--- src/rtl/merge_pair_scheduler_if.sv ---
// rtl/merge_pair_scheduler_if.sv - handshake bundle between stream pairs, merger and pair scheduler
//
// Purpose: groups the request/terminator/write strobes fed to the scheduler and
// the grant/route/status signals it drives.
// Ports (signals):
//   i_pair_req     per-pair "run ready" request vector
//   i_a_term       terminator dequeued from granted pair's A stream
//   i_b_term       terminator dequeued from granted pair's B stream
//   i_out_write    merger output FIFO write strobe
//   i_out_term     merger output terminator written
//   o_grant_valid  a pair owns the merger
//   o_grant_idx    owning pair index
//   o_grant_onehot one-hot owning pair (zero when no grant)
//   o_route_en     input mux / source read enable
//   o_run_done     one-cycle run completion pulse
//   o_run_beats    output beats of last completed run
//   o_error        sticky protocol / timeout error
// Modports: master drives the i_* strobes, slave is the scheduler.

interface merge_pair_scheduler_if #(
  parameter int NUM_PAIRS  = 4,
  parameter int IDX_WIDTH  = 2,
  parameter int BEAT_WIDTH = 16
);
  logic [NUM_PAIRS-1:0]  i_pair_req;
  logic                  i_a_term;
  logic                  i_b_term;
  logic                  i_out_write;
  logic                  i_out_term;
  logic                  o_grant_valid;
  logic [IDX_WIDTH-1:0]  o_grant_idx;
  logic [NUM_PAIRS-1:0]  o_grant_onehot;
  logic                  o_route_en;
  logic                  o_run_done;
  logic [BEAT_WIDTH-1:0] o_run_beats;
  logic                  o_error;

  modport master (
    output i_pair_req, i_a_term, i_b_term, i_out_write, i_out_term,
    input  o_grant_valid, o_grant_idx, o_grant_onehot, o_route_en,
           o_run_done, o_run_beats, o_error
  );

  modport slave (
    input  i_pair_req, i_a_term, i_b_term, i_out_write, i_out_term,
    output o_grant_valid, o_grant_idx, o_grant_onehot, o_route_en,
           o_run_done, o_run_beats, o_error
  );
endinterface

--- src/rtl/merge_pair_scheduler.sv ---
// rtl/merge_pair_scheduler.sv - round-robin scheduler sharing one merger between stream pairs
//
// Purpose: grants one stream pair at a time to the merger, holds the grant until
// both input runs and the merger output have terminated, counts output beats.
// Ports:
//   i_clk    clock, rising edge
//   i_rst_n  asynchronous active-low reset
//   bus      merge_pair_scheduler_if.slave (requests, terminators, grant, status)

module merge_pair_scheduler #(
  parameter int NUM_PAIRS     = 4,
  parameter int IDX_WIDTH     = 2,
  parameter int BEAT_WIDTH    = 16,
  parameter int DRAIN_TIMEOUT = 64
) (
  input  logic                   i_clk,
  input  logic                   i_rst_n,
  merge_pair_scheduler_if.slave  bus
);

  localparam int TO_WIDTH = $clog2(DRAIN_TIMEOUT + 1);

  typedef enum logic [1:0] {
    ST_IDLE  = 2'd0,
    ST_RUN   = 2'd1,
    ST_DRAIN = 2'd2,
    ST_DONE  = 2'd3
  } state_t;

  state_t                state;
  state_t                state_next;
  logic [IDX_WIDTH-1:0]  grant_idx;
  logic [IDX_WIDTH-1:0]  last_idx;
  logic                  a_done;
  logic                  b_done;
  logic [BEAT_WIDTH-1:0] beat_cnt;
  logic [BEAT_WIDTH-1:0] beat_next;
  logic [BEAT_WIDTH-1:0] run_beats;
  logic [TO_WIDTH-1:0]   timeout_cnt;
  logic                  error;

  logic                  pick_found;
  logic [IDX_WIDTH-1:0]  pick_idx;
  logic                  both_done;
  logic                  timeout_hit;

  // Round-robin pick: first requester strictly above the last grant, else the
  // lowest requester (wrap-around).
  always_comb begin
    pick_found = 1'b0;
    pick_idx   = '0;
    for (int j = 0; j < NUM_PAIRS; j++) begin
      if (!pick_found && bus.i_pair_req[j] && (j > int'(last_idx))) begin
        pick_found = 1'b1;
        pick_idx   = IDX_WIDTH'(j);
      end
    end
    for (int j = 0; j < NUM_PAIRS; j++) begin
      if (!pick_found && bus.i_pair_req[j]) begin
        pick_found = 1'b1;
        pick_idx   = IDX_WIDTH'(j);
      end
    end
  end

  // Terminators seen this cycle count toward leaving RUN immediately.
  assign both_done   = (a_done || bus.i_a_term) && (b_done || bus.i_b_term);
  assign timeout_hit = (timeout_cnt == TO_WIDTH'(DRAIN_TIMEOUT - 1));
  assign beat_next   = (bus.i_out_write && (beat_cnt != {BEAT_WIDTH{1'b1}}))
                       ? beat_cnt + BEAT_WIDTH'(1) : beat_cnt;

  // State register
  always_ff @(posedge i_clk or negedge i_rst_n) begin
    if (!i_rst_n) begin
      state <= ST_IDLE;
    end else begin
      state <= state_next;
    end
  end

  // Next-state logic
  always_comb begin
    state_next = state;
    case (state)
      ST_IDLE:  if (pick_found) state_next = ST_RUN;
      ST_RUN:   if (both_done) state_next = ST_DRAIN;
      ST_DRAIN: if (bus.i_out_term || timeout_hit) state_next = ST_DONE;
      ST_DONE:  state_next = ST_IDLE;
      default:  state_next = ST_IDLE;
    endcase
  end

  // Run bookkeeping: grant index, terminator flags, beat and timeout counters.
  always_ff @(posedge i_clk or negedge i_rst_n) begin
    if (!i_rst_n) begin
      grant_idx   <= '0;
      last_idx    <= IDX_WIDTH'(NUM_PAIRS - 1);
      a_done      <= 1'b0;
      b_done      <= 1'b0;
      beat_cnt    <= '0;
      run_beats   <= '0;
      timeout_cnt <= '0;
      error       <= 1'b0;
    end else begin
      case (state)
        ST_IDLE: begin
          if (pick_found) begin
            grant_idx <= pick_idx;
            beat_cnt  <= '0;
            a_done    <= 1'b0;
            b_done    <= 1'b0;
          end
        end
        ST_RUN: begin
          a_done      <= a_done || bus.i_a_term;
          b_done      <= b_done || bus.i_b_term;
          beat_cnt    <= beat_next;
          timeout_cnt <= '0;
          // Output terminator before both inputs finished is a protocol error.
          if (bus.i_out_term) error <= 1'b1;
        end
        ST_DRAIN: begin
          beat_cnt    <= beat_next;
          timeout_cnt <= timeout_cnt + TO_WIDTH'(1);
          // Capture includes a write coincident with the terminator.
          if (state_next == ST_DONE) run_beats <= beat_next;
          if (timeout_hit && !bus.i_out_term) error <= 1'b1;
        end
        ST_DONE: begin
          last_idx <= grant_idx;
        end
        default: ;
      endcase
    end
  end

  // Output logic
  always_comb begin
    bus.o_grant_valid  = (state == ST_RUN) || (state == ST_DRAIN);
    bus.o_route_en     = (state == ST_RUN);
    bus.o_run_done     = (state == ST_DONE);
    bus.o_grant_idx    = grant_idx;
    bus.o_run_beats    = run_beats;
    bus.o_error        = error;
    bus.o_grant_onehot = '0;
    for (int j = 0; j < NUM_PAIRS; j++) begin
      bus.o_grant_onehot[j] = bus.o_grant_valid && (grant_idx == IDX_WIDTH'(j));
    end
  end

endmodule

--- src/flat_wrapper.sv ---
// flat-port wrapper written by rule: the top's interface ports become plain ports
module merge_pair_scheduler_flat 
#(
  parameter int NUM_PAIRS     = 4,
  parameter int IDX_WIDTH     = 2,
  parameter int BEAT_WIDTH    = 16,
  parameter int DRAIN_TIMEOUT = 64
)
  (i_clk, i_rst_n, bus_i_pair_req, bus_i_a_term, bus_i_b_term, bus_i_out_write, bus_i_out_term, bus_o_grant_valid, bus_o_grant_idx, bus_o_grant_onehot, bus_o_route_en, bus_o_run_done, bus_o_run_beats, bus_o_error);
  merge_pair_scheduler_if #(.NUM_PAIRS(NUM_PAIRS), .IDX_WIDTH(IDX_WIDTH), .BEAT_WIDTH(BEAT_WIDTH)) bus_i ();
  input  logic i_clk;
  input  logic i_rst_n;
  input wire logic [$bits(bus_i.i_pair_req)-1:0] bus_i_pair_req;
  input wire logic [$bits(bus_i.i_a_term)-1:0] bus_i_a_term;
  input wire logic [$bits(bus_i.i_b_term)-1:0] bus_i_b_term;
  input wire logic [$bits(bus_i.i_out_write)-1:0] bus_i_out_write;
  input wire logic [$bits(bus_i.i_out_term)-1:0] bus_i_out_term;
  output wire logic [$bits(bus_i.o_grant_valid)-1:0] bus_o_grant_valid;
  output wire logic [$bits(bus_i.o_grant_idx)-1:0] bus_o_grant_idx;
  output wire logic [$bits(bus_i.o_grant_onehot)-1:0] bus_o_grant_onehot;
  output wire logic [$bits(bus_i.o_route_en)-1:0] bus_o_route_en;
  output wire logic [$bits(bus_i.o_run_done)-1:0] bus_o_run_done;
  output wire logic [$bits(bus_i.o_run_beats)-1:0] bus_o_run_beats;
  output wire logic [$bits(bus_i.o_error)-1:0] bus_o_error;
  assign bus_i.i_pair_req = bus_i_pair_req;
  assign bus_i.i_a_term = bus_i_a_term;
  assign bus_i.i_b_term = bus_i_b_term;
  assign bus_i.i_out_write = bus_i_out_write;
  assign bus_i.i_out_term = bus_i_out_term;
  assign bus_o_grant_valid = bus_i.o_grant_valid;
  assign bus_o_grant_idx = bus_i.o_grant_idx;
  assign bus_o_grant_onehot = bus_i.o_grant_onehot;
  assign bus_o_route_en = bus_i.o_route_en;
  assign bus_o_run_done = bus_i.o_run_done;
  assign bus_o_run_beats = bus_i.o_run_beats;
  assign bus_o_error = bus_i.o_error;
  merge_pair_scheduler #(.NUM_PAIRS(NUM_PAIRS), .IDX_WIDTH(IDX_WIDTH), .BEAT_WIDTH(BEAT_WIDTH), .DRAIN_TIMEOUT(DRAIN_TIMEOUT)) u_core (.i_clk(i_clk), .i_rst_n(i_rst_n), .bus(bus_i));
endmodule
--- config.mk ---
export PLATFORM = sky130hd
export DESIGN_NAME = merge_pair_scheduler_flat
export DESIGN_NICKNAME = d
export VERILOG_FILES = /design/src/rtl/merge_pair_scheduler_if.sv /design/src/rtl/merge_pair_scheduler.sv /design/src/flat_wrapper.sv
export SDC_FILE = /design/constraint.sdc
export NUM_CORES = 1
export LEC_CHECK = 0
export CAP_MARGIN = 20
export CORE_MARGIN = 4
export CORE_UTILIZATION = 25
export CTS_CLUSTER_SIZE = 40
export DETAILED_ROUTE_END_ITERATION = 7
export PLACE_DENSITY_LB_ADDON = 0.15
export SYNTH_ARGS = -nofsm -noshare
export SYNTH_HDL_FRONTEND = slang
export SYNTH_SLANG_ARGS = --single-unit
export TNS_END_PERCENT = 30
--- constraint.sdc ---
create_clock -name i_clk -period 2.74 [get_ports i_clk]
set_clock_uncertainty 0.05 [all_clocks]
set_input_delay 0.822 -clock i_clk [delete_from_list [all_inputs] [get_ports i_clk]]
set_output_delay 0.822 -clock i_clk [all_outputs]
set_load 0.05 [all_outputs]
==> results_dict.tcl, run 1 <==
set metrics [dict create \
    p_leak_nw 1.42 \
    num_rows 37 \
    cts_buffer_depth 2 \
    drt_pre_antenna_iters 4 \
    cp_cell_sequence "inv_1, ha_4, buf_4, buf_12" \
    fin_crit_sh_pct 94.7 \
    crit_start "u_core.state[1]$_DFF_PN0_" \
    grt_start_max_net_pins 26 \
    initial_utilization_pct 25.7 \
    ys_seq_elements 48 \
    synth_fa_ha_area_share_pct 2.83 \
    end_kind "output port" \
    ir_drop_mv 0.555 \
    avgRoutedWirePerCell_um 13.8 \
    drtIter0Drc 75 \
    synth_top_area_cell "dfrtp_1" \
    drive_gt1_share_pct 16.6 \
    rrSetupSlack_ns 0.45 \
    synth_top_area_share_pct 43.5 \
    setup_tns_ns 0 \
    wl_met2_mm 2.97 \
    portBuffers 35 \
    grt_pass1_wl_mm 11.6 \
    arrival_ns 1.72 \
    worst-setup-path-type "reg -> out" \
    rsz0062_at_grt "false" \
    top_layer_used "met4" \
    cts-htree-levels 2 \
    synth_top_family_by_area "simple AND/OR/NAND/NOR gates" \
    synth_async_sr_flop_share_pct 100 \
    synth_xor_area_share_pct 2.65 \
    dr_wl_met3_um 223 \
    synthMuxAreaShare_pct 2.83 \
    hp-start "u_core.bus.o_error$_DFFE_PN0P_" \
    fmax_mhz 385 \
    boundaryPins 36 \
    final_cells 492 \
    routed_wl_mm 6.78 \
    worstPathMaxFanout 18 \
    p_int_w 0.00173 \
    setup-violations-final 0 \
    die_h_um 111 \
    core_um2 10300 \
    crit-reg2reg-launch "u_core.state[1]$_DFF_PN0_" \
    antenna_found_initial 0 \
    slowest_stage "dfrtp_1" \
    avgSynthCellArea_um2 8.86 \
    clkTransAtPathRegs_ns 0.09 \
    power_frac_clock_pct 14.2 \
    seqPwrFrac_pct 30.0 \
    syn_nets 315 \
    cp_top_family "buffers and inverters" \
    diodes 0 \
    synth_flop_cell "dfrtp_1" \
    n_fill_cell 1080 \
    die_w_um 111 \
    clk-insertion-delay-late_ns 0.30 \
    worst_slew_pin_slew_ns 0.658 \
    final_max_slew_viol_count 0 \
    finish.utilization_pct 34.0 \
    grt_overflow_total 0 \
    hold_buffers 0 \
    clkSinkCount 48 \
    cts_buffers 5 \
    vias 2333 \
    syn_to_final_growth_pct 32.5 \
    slew-limit-headroom_pct 56.0 \
    wirelength_met1_mm 3.49 \
    synth-simple-area-share_pct 22.1 \
    yosysWarnings 0 \
    nets 372 \
    viasPerCell 4.74 \
    dp.cells 485 \
    status "complete, no violations" \
    period_minus_slack_ns 2.59 \
    startpoint_type "register" \
    crit_required_ns 1.87 \
    drv_cap 0 \
    hold_viol_final 0 \
    drc 0 \
    ys_seq_area_share_pct 45.4 \
    ant_nets 0 \
    synth_compound_area_share_pct 20.5 \
    design.die.area_um2 12300 \
    place.gp.congestion 0.785 \
    ys_types 50 \
    yosys-top-cells-area "dfrtp_1 43%, nand2_1 6.4%, o21ai_0 6.0%, a21oi_1 4.5%, nand3_1 4.2%" \
    worst-path-buf-inv 3 \
    synth_edf_count 0 \
    cts_tree "built" \
    synth_area_um2 2650 \
    grt_pass1_vias 2306 \
    power_density_nw_per_um2 896 \
    clockRootBuffer "clkbuf_8" \
    final_cell_mix "45 x nand2_1, 45 x dfrtp_1, 32 x o21ai_0" \
    cp_slowest_stage_delay_ns 0.42 \
    pwr-share-comb_pct 55.8 \
    p_total_w 0.00314 \
    grtUsageTotal_pct 11.3 \
    syn_inst 299 \
    hpwl_mm 5.06 \
    cts_setup_buffers 0 \
    hp-class "reg -> reg" \
    power_switching_share_pct 45.0 \
    power.switching_w 0.00141 \
]
## area by class of cell
type / count / area [um^2] / area share, %
Clock buffer: 6 / 82.6 / 2.35
Clock inverter: 1 / 8.76 / 0.249
Inverter: 13 / 48.8 / 1.39
Multi-Input combinational cell: 228 / 1390 / 39.5
Sequential cell: 48 / 1200 / 34.3
Tap cell: 136 / 170 / 4.85
Timing Repair Buffer: 60 / 608 / 17.3
## flip-flops by register name, summed over array words and instances, names as in the netlist
register                cells
u_core.b_done               1
u_core.state                2
u_core.last_idx             2
u_core.timeout_cnt          7
u_core.bus.o_error          1
u_core.beat_cnt            16
u_core.bus.o_grant_idx      2
u_core.bus.o_run_beats     16
u_core.a_done               1
## Yosys cell counts, drive strengths merged, types with 2 or more instances
| cell | number |
|---|---|
| a21o | 3 |
| a21oi | 24 |
| a31oi | 2 |
| and3 | 2 |
| and4 | 2 |
| buf | 2 |
| clkbuf | 8 |
| dfrtp | 46 |
| dfstp | 2 |
| ha | 6 |
| inv | 13 |
| mux2 | 4 |
| mux2i | 3 |
| nand2 | 45 |
| nand2b | 2 |
| nand3 | 22 |
| nand4 | 3 |
| nor2 | 25 |
| nor3 | 2 |
| nor4 | 4 |
| o211ai | 6 |
| o21ai | 34 |
| o22ai | 2 |
| o311ai | 3 |
| o31ai | 3 |
| or3 | 6 |
| or4 | 3 |
| xnor2 | 3 |
| xor2 | 5 |
## worst paths after layout
kind                                                         end  depth (start not counted)
max                                            bus_o_grant_valid                          4
min in group asynchronous  u_core.bus.o_grant_idx[0]$_DFFE_PN0P_                          1
max in group asynchronous         u_core.bus.o_error$_DFFE_PN0P_                          2
max reg2reg                       u_core.beat_cnt[3]$_DFFE_PN0P_                          8
min reg2reg                       u_core.bus.o_error$_DFFE_PN0P_                          1
min                               u_core.bus.o_error$_DFFE_PN0P_                          1
## power by group through the flow
| stage | Clock [W] | Sequential [W] | Combinational, W |
|---|---|---|---|
| detailed placement | 0 | 0.000955 | 0.00177 |
| finish | 0.000446 | 0.000943 | 0.00176 |
| global placement | 0 | 0.000958 | 0.00178 |
| global route | 0.000498 | 0.000963 | 0.00192 |
| CTS | 0.000471 | 0.000942 | 0.00178 |
| floorplan | 0 | 0.00112 | 0.000906 |
## cell families (layout without fill, tap and decap cells)
| group | Yosys count | after routing |
|---|---|---|
| AND/OR/NAND/NOR | 122 | 122 |
| AO/OA/AOI/OAI | 85 | 85 |
| flip-flops | 48 | 48 |
| buffers and inverters | 23 | 80 |
| XOR/XNOR | 8 | 8 |
| multiplexers | 7 | 7 |
| adder cells (fa/ha/maj) | 6 | 6 |
## routing by layer
metal  global-route usage, %  vias up
met3                    2.02        7
met1                    16.3     1105
met2                    17.5       36
met4                    3.12        0
li1                        -     1185
met5                       0        -
## repair_timing
item | CTS | global route
gates resized for setup | 0 | 2
endpoints found under the setup margin | 0 | 3
endpoints found under the hold margin | 0 | 0
## stage by stage
| step | area, um^2 | setup WS (ns) | hold WS, ns |
|---|---|---|---|
| 6_report | 3510 | 0.146 | 0.431 |
| 3_3_place_gp | 3420 | -0.0564 | 0.404 |
| 3_5_place_dp | 3420 | -0.0788 | 0.414 |
| 5_1_grt | 3510 | 0.0347 | 0.454 |
| 2_1_floorplan | 2690 | 0.0142 | 0.423 |
| 4_1_cts | 3510 | 0.0207 | 0.437 |
No activity file was read; power rests on OpenSTA's default activity.
==> run 2: changes to the inputs <==
--- a/config.mk
+++ b/config.mk
@@ -5,9 +5,11 @@
 export SDC_FILE = /design/constraint.sdc
 export NUM_CORES = 1
 export LEC_CHECK = 0
+export ABC_CLOCK_PERIOD_IN_PS = 2740
 export CAP_MARGIN = 20
+export CORE_ASPECT_RATIO = 1.5
 export CORE_MARGIN = 4
-export CORE_UTILIZATION = 25
+export CORE_UTILIZATION = 55
 export CTS_CLUSTER_SIZE = 40
 export DETAILED_ROUTE_END_ITERATION = 7
 export PLACE_DENSITY_LB_ADDON = 0.15
==> results_dict.tcl, run 2 (synthesized netlist as in run 1, its figures left out) <==
set metrics [dict create \
    num_rows 30 \
    arrival_ns 1.79 \
    startpoint_type "register" \
    boundaryPins 36 \
    rr_endpoint "u_core.beat_cnt[0]$_DFFE_PN0P_" \
    hold_buffers 0 \
    drt_pre_antenna_iters 4 \
    power_frac_clock_pct 16.4 \
    worst-path-stages 2 \
    routed_wl_mm 6.31 \
    n_fill_cell 368 \
    initial_utilization_pct 57.8 \
    status "complete, no violations" \
    nets 366 \
    drv_cap 0 \
    drtIter0Drc 137 \
    clk-insertion-delay-late_ns 0.30 \
    ant_nets 0 \
    cp_slowest_stage_delay_ns 0.82 \
    die_w_um 64.7 \
    die_h_um 93.0 \
    antenna_found_initial 0 \
    cts_setup_buffers 0 \
    cp_cell_sequence "ha_1, clkdlybuf4s50_1" \
    rrSetupSlack_ns 0.52 \
    power_switching_share_pct 43.9 \
    crit-reg2reg-launch "u_core.beat_cnt[0]$_DFFE_PN0P_" \
    crit_start "u_core.state[0]$_DFF_PN0_" \
    portBuffers 35 \
    fin_crit_sh_pct 97.2 \
    holdWs_ns 0.437 \
    grt_pass1_vias 2381 \
    drc 0 \
    cts_buffers 5 \
    crit_end "bus_o_run_done" \
    diodes 0 \
    fmax_mhz 376 \
    grt_start_max_net_pins 27 \
    cts_tree "built" \
    grtUsageTotal_pct 22.6 \
    core_um2 4580 \
    vias 2400 \
    hpwl_mm 4.76 \
    hp-class "in -> async" \
    slowest_stage "clkdlybuf4s50_1" \
    seqPwrFrac_pct 29.8 \
    place.gp.congestion 0.842 \
    setup-violations-final 0 \
    clockRootBuffer "clkbuf_8" \
    power_density_nw_per_um2 947 \
    end_kind "output port" \
    clkTransAtPathRegs_ns 0.09 \
    place_area_um2 3280 \
    slew-limit-headroom_pct 63.9 \
    ir_drop_mv 0.766 \
    hold_viol_final 0 \
    power.switching_w 0.00141 \
    crit_required_ns 1.87 \
    cts_buffer_depth 2 \
    rsz0062_at_grt "false" \
    avgRoutedWirePerCell_um 15.2 \
    worst-setup-path-type "reg -> out" \
    drive_gt1_share_pct 15.1 \
    grt_overflow_total 0 \
    p_int_w 0.00180 \
    cts-htree-levels 2 \
    final_cell_mix "45 x nand2_1, 45 x dfrtp_1, 32 x o21ai_0" \
    p_total_w 0.00322 \
    regArea_um2 1200 \
    syn_to_final_growth_pct 28.2 \
    viasPerCell 5.78 \
    post_cts_resized 0 \
    r2r_cells 6 \
    cp_top_family "buffers and inverters" \
    grt_pass1_wl_mm 10.8 \
    multi_input_area_um2 1390 \
    worstPathMaxFanout 6 \
    design.die.area_um2 6010 \
    p_leak_nw 1.38 \
    fin_area_um2 3400 \
    worst_slew_pin_slew_ns 0.542 \
    period_minus_slack_ns 2.66 \
    worst-path-buf-inv 1 \
    pwr-share-comb_pct 53.8 \
    clkSinkCount 48 \
    final_max_slew_viol_count 0 \
]
-- run 2: routing by layer --
metal  share of wire (%)  global-route usage (%)
met2                  53                    42.9
met5                   0                       0
met3                 4.0                    3.37
met1                  41                    24.9
met4                 2.4                    7.94
-- run 2: worst min path at each step --
stage	start	depth (start not counted)	to	slack, ns
final	i_rst_n	1	u_core.a_done$_DFFE_PN0P_	0.44
after global routing	u_core.bus.o_error$_DFFE_PN0P_	1	u_core.bus.o_error$_DFFE_PN0P_	0.46
after CTS	u_core.bus.o_error$_DFFE_PN0P_	1	u_core.bus.o_error$_DFFE_PN0P_	0.44
after detailed placement	u_core.bus.o_error$_DFFE_PN0P_	1	u_core.bus.o_error$_DFFE_PN0P_	0.41
after global placement	u_core.bus.o_run_beats[10]$_DFFE_PN0P_	2	u_core.bus.o_run_beats[10]$_DFFE_PN0P_	0.40
after floorplan	u_core.timeout_cnt[4]$_DFFE_PN0N_	1	u_core.timeout_cnt[4]$_DFFE_PN0N_	0.42
-- run 2: final cells by class --
type | instances | area share, %
Clock buffer | 5 | 2.03
Clock inverter | 3 | 1.36
Inverter | 13 | 1.44
Multi-Input combinational cell | 228 | 40.8
Sequential cell | 48 | 35.5
Tap cell | 64 | 2.36
Timing Repair Buffer | 54 | 16.5
-- run 2: power groups by stage --
stage	combinational (W)	sequential [W]	clock, W
3_3_place_gp	0.00170	0.000965	0
5_1_grt	0.00186	0.000978	0.000569
2_1_floorplan	0.000906	0.00112	0
4_1_cts	0.00174	0.000957	0.000541
6_report	0.00173	0.000958	0.000528
3_5_place_dp	0.00173	0.000971	0
-- run 2: stage by stage --
step | cells | worst slack [ns] | util (%) | setup TNS (ns)
floorplan | 299 | 0.0142 | - | 0
global placement | 407 | -0.0408 | 71.7 | -0.261
detailed placement | 407 | -0.103 | 71.7 | -1.59
CTS | 415 | 0.0630 | 74.2 | 0
global route | 415 | 0.0191 | 74.2 | 0
finish | 415 | 0.0770 | 74.2 | 0
==> run 3: changes to the inputs <==
--- a/config.mk
+++ b/config.mk
@@ -12,6 +12,7 @@
 export CORE_UTILIZATION = 55
 export CTS_CLUSTER_SIZE = 40
 export DETAILED_ROUTE_END_ITERATION = 7
+export MAX_ROUTING_LAYER = met4
 export PLACE_DENSITY_LB_ADDON = 0.15
 export SYNTH_ARGS = -nofsm -noshare
 export SYNTH_HDL_FRONTEND = slang
==> results_dict.tcl, run 3 (synthesized netlist as in run 1, its figures left out) <==
set metrics [dict create \
    fin_crit_sh_pct 97.2 \
    rsz0062_at_grt "false" \
    drive_gt1_share_pct 15.1 \
    end_kind "output port" \
    antenna_found_initial 0 \
    portBuffers 35 \
    crit_required_ns 1.87 \
    slew-limit-headroom_pct 63.9 \
    cp_cell_sequence "ha_1, clkdlybuf4s50_1" \
    clkTransAtPathRegs_ns 0.09 \
    nets 366 \
    grt_overflow_total 0 \
    grt_pass1_wl_mm 10.8 \
    finish.utilization_pct 74.2 \
    p_leak_nw 1.38 \
    routed_wl_mm 6.28 \
    final_max_slew_viol_count 0 \
    ir_drop_mv 0.767 \
    vias 2396 \
    ant_nets 0 \
    grt_pass1_vias 2379 \
    setup_ws_ns 0.0762 \
    clkSinkCount 48 \
    pre_cts_ws_ns -0.103 \
    period_minus_slack_ns 2.66 \
    drtIter0Drc 135 \
    grt_start_max_net_pins 27 \
    hold_buffers 0 \
    startpoint_type "register" \
    num_rows 30 \
    clk-insertion-delay-late_ns 0.30 \
    grtUsageTotal_pct 23.2 \
    post_cts_resized 0 \
    cts_buffers 5 \
    status "complete, no violations" \
    diodes 0 \
    drt_pre_antenna_iters 4 \
    clockRootBuffer "clkbuf_8" \
    initial_utilization_pct 57.8 \
    hold_viol_final 0 \
    hpwl_mm 4.76 \
    place_area_um2 3280 \
    power_density_nw_per_um2 947 \
    avgRoutedWirePerCell_um 15.1 \
    core_um2 4580 \
    syn_to_final_growth_pct 28.2 \
    final_cell_mix "45 x nand2_1, 45 x dfrtp_1, 32 x o21ai_0" \
    die_h_um 93.0 \
    cts-htree-levels 2 \
    worst-setup-path-type "reg -> out" \
    drv_cap 0 \
    viasPerCell 5.77 \
    design.die.area_um2 6010 \
    worstPathMaxFanout 6 \
    n_fill_cell 368 \
    cts_setup_buffers 0 \
    setup-violations-final 0 \
    cts_tree "built" \
    slowest_stage "clkdlybuf4s50_1" \
    fmax_mhz 375 \
    hp-class "in -> async" \
    drc 0 \
    boundaryPins 36 \
    cp_slowest_stage_delay_ns 0.82 \
    worst_slew_pin_slew_ns 0.541 \
    place.gp.congestion 0.855 \
    arrival_ns 1.79 \
    holdWs_ns 0.437 \
    fin_area_um2 3400 \
    cts_buffer_depth 2 \
    die_w_um 64.7 \
]
-- run 3: per-stage QoR --
stage | TNS, ns | total power [W] | std cells
floorplan | 0 | 0.00203 | 299
global placement | -0.261 | 0.00267 | 407
detailed placement | -1.59 | 0.00270 | 407
CTS | 0 | 0.00324 | 415
global route | 0 | 0.00340 | 415
finish | 0 | 0.00322 | 415
-- run 3: area by class of cell --
cell class | instances | area [um^2] | area share (%)
clock buffers | 5 | 68.8 | 2.03
multi-input cells | 228 | 1390 | 40.8
repair buffers | 54 | 561 | 16.5
clock inverters | 3 | 46.3 | 1.36
well taps | 64 | 80.1 | 2.36
inverters | 13 | 48.8 | 1.44
flip-flops and latches | 48 | 1200 | 35.5
-- run 3: critical path, delay by kind of cell (launching register included) --
| kind | cells | cell delay [ns] |
|---|---|---|
| fa+ha+maj | 1 | 0.23 |
| buf+inv | 1 | 0.82 |
| flops | 1 | 0.44 |
-- run 3: worst paths after layout --
kind / end / cells after the start / slack (ns) / startpoint
max in group asynchronous: u_core.beat_cnt[15]$_DFFE_PN0P_ / 2 / 1.67 / i_rst_n
min reg2reg: u_core.bus.o_error$_DFFE_PN0P_ / 1 / 0.44 / u_core.bus.o_error$_DFFE_PN0P_
max: bus_o_run_done / 2 / 0.08 / u_core.state[0]$_DFF_PN0_
max reg2reg: u_core.beat_cnt[0]$_DFFE_PN0P_ / 6 / 0.53 / u_core.beat_cnt[0]$_DFFE_PN0P_
min in group i_clk: u_core.bus.o_error$_DFFE_PN0P_ / 1 / 0.44 / u_core.bus.o_error$_DFFE_PN0P_
min: u_core.a_done$_DFFE_PN0P_ / 1 / 0.44 / i_rst_n
-- run 3: metal layers --
| metal | up-vias | part of all wire [%] | global-route usage, % |
|---|---|---|---|
| met2 | 68 | 53 | 42.9 |
| met3 | 12 | 3.8 | 3.25 |
| li1 | 1174 | - | - |
| met4 | 0 | 2.0 | 7.94 |
| met5 | - | 0 | - |
| met1 | 1142 | 41 | 25.1 |
-- run 3: power breakdown --
group	total (W)	switching, W	internal, W
registers	0.000957	0.000125	0.000833
logic	0.00173	0.00103	0.000696
clock network	0.000529	0.000253	0.000275
total	0.00322	0.00141	0.00180
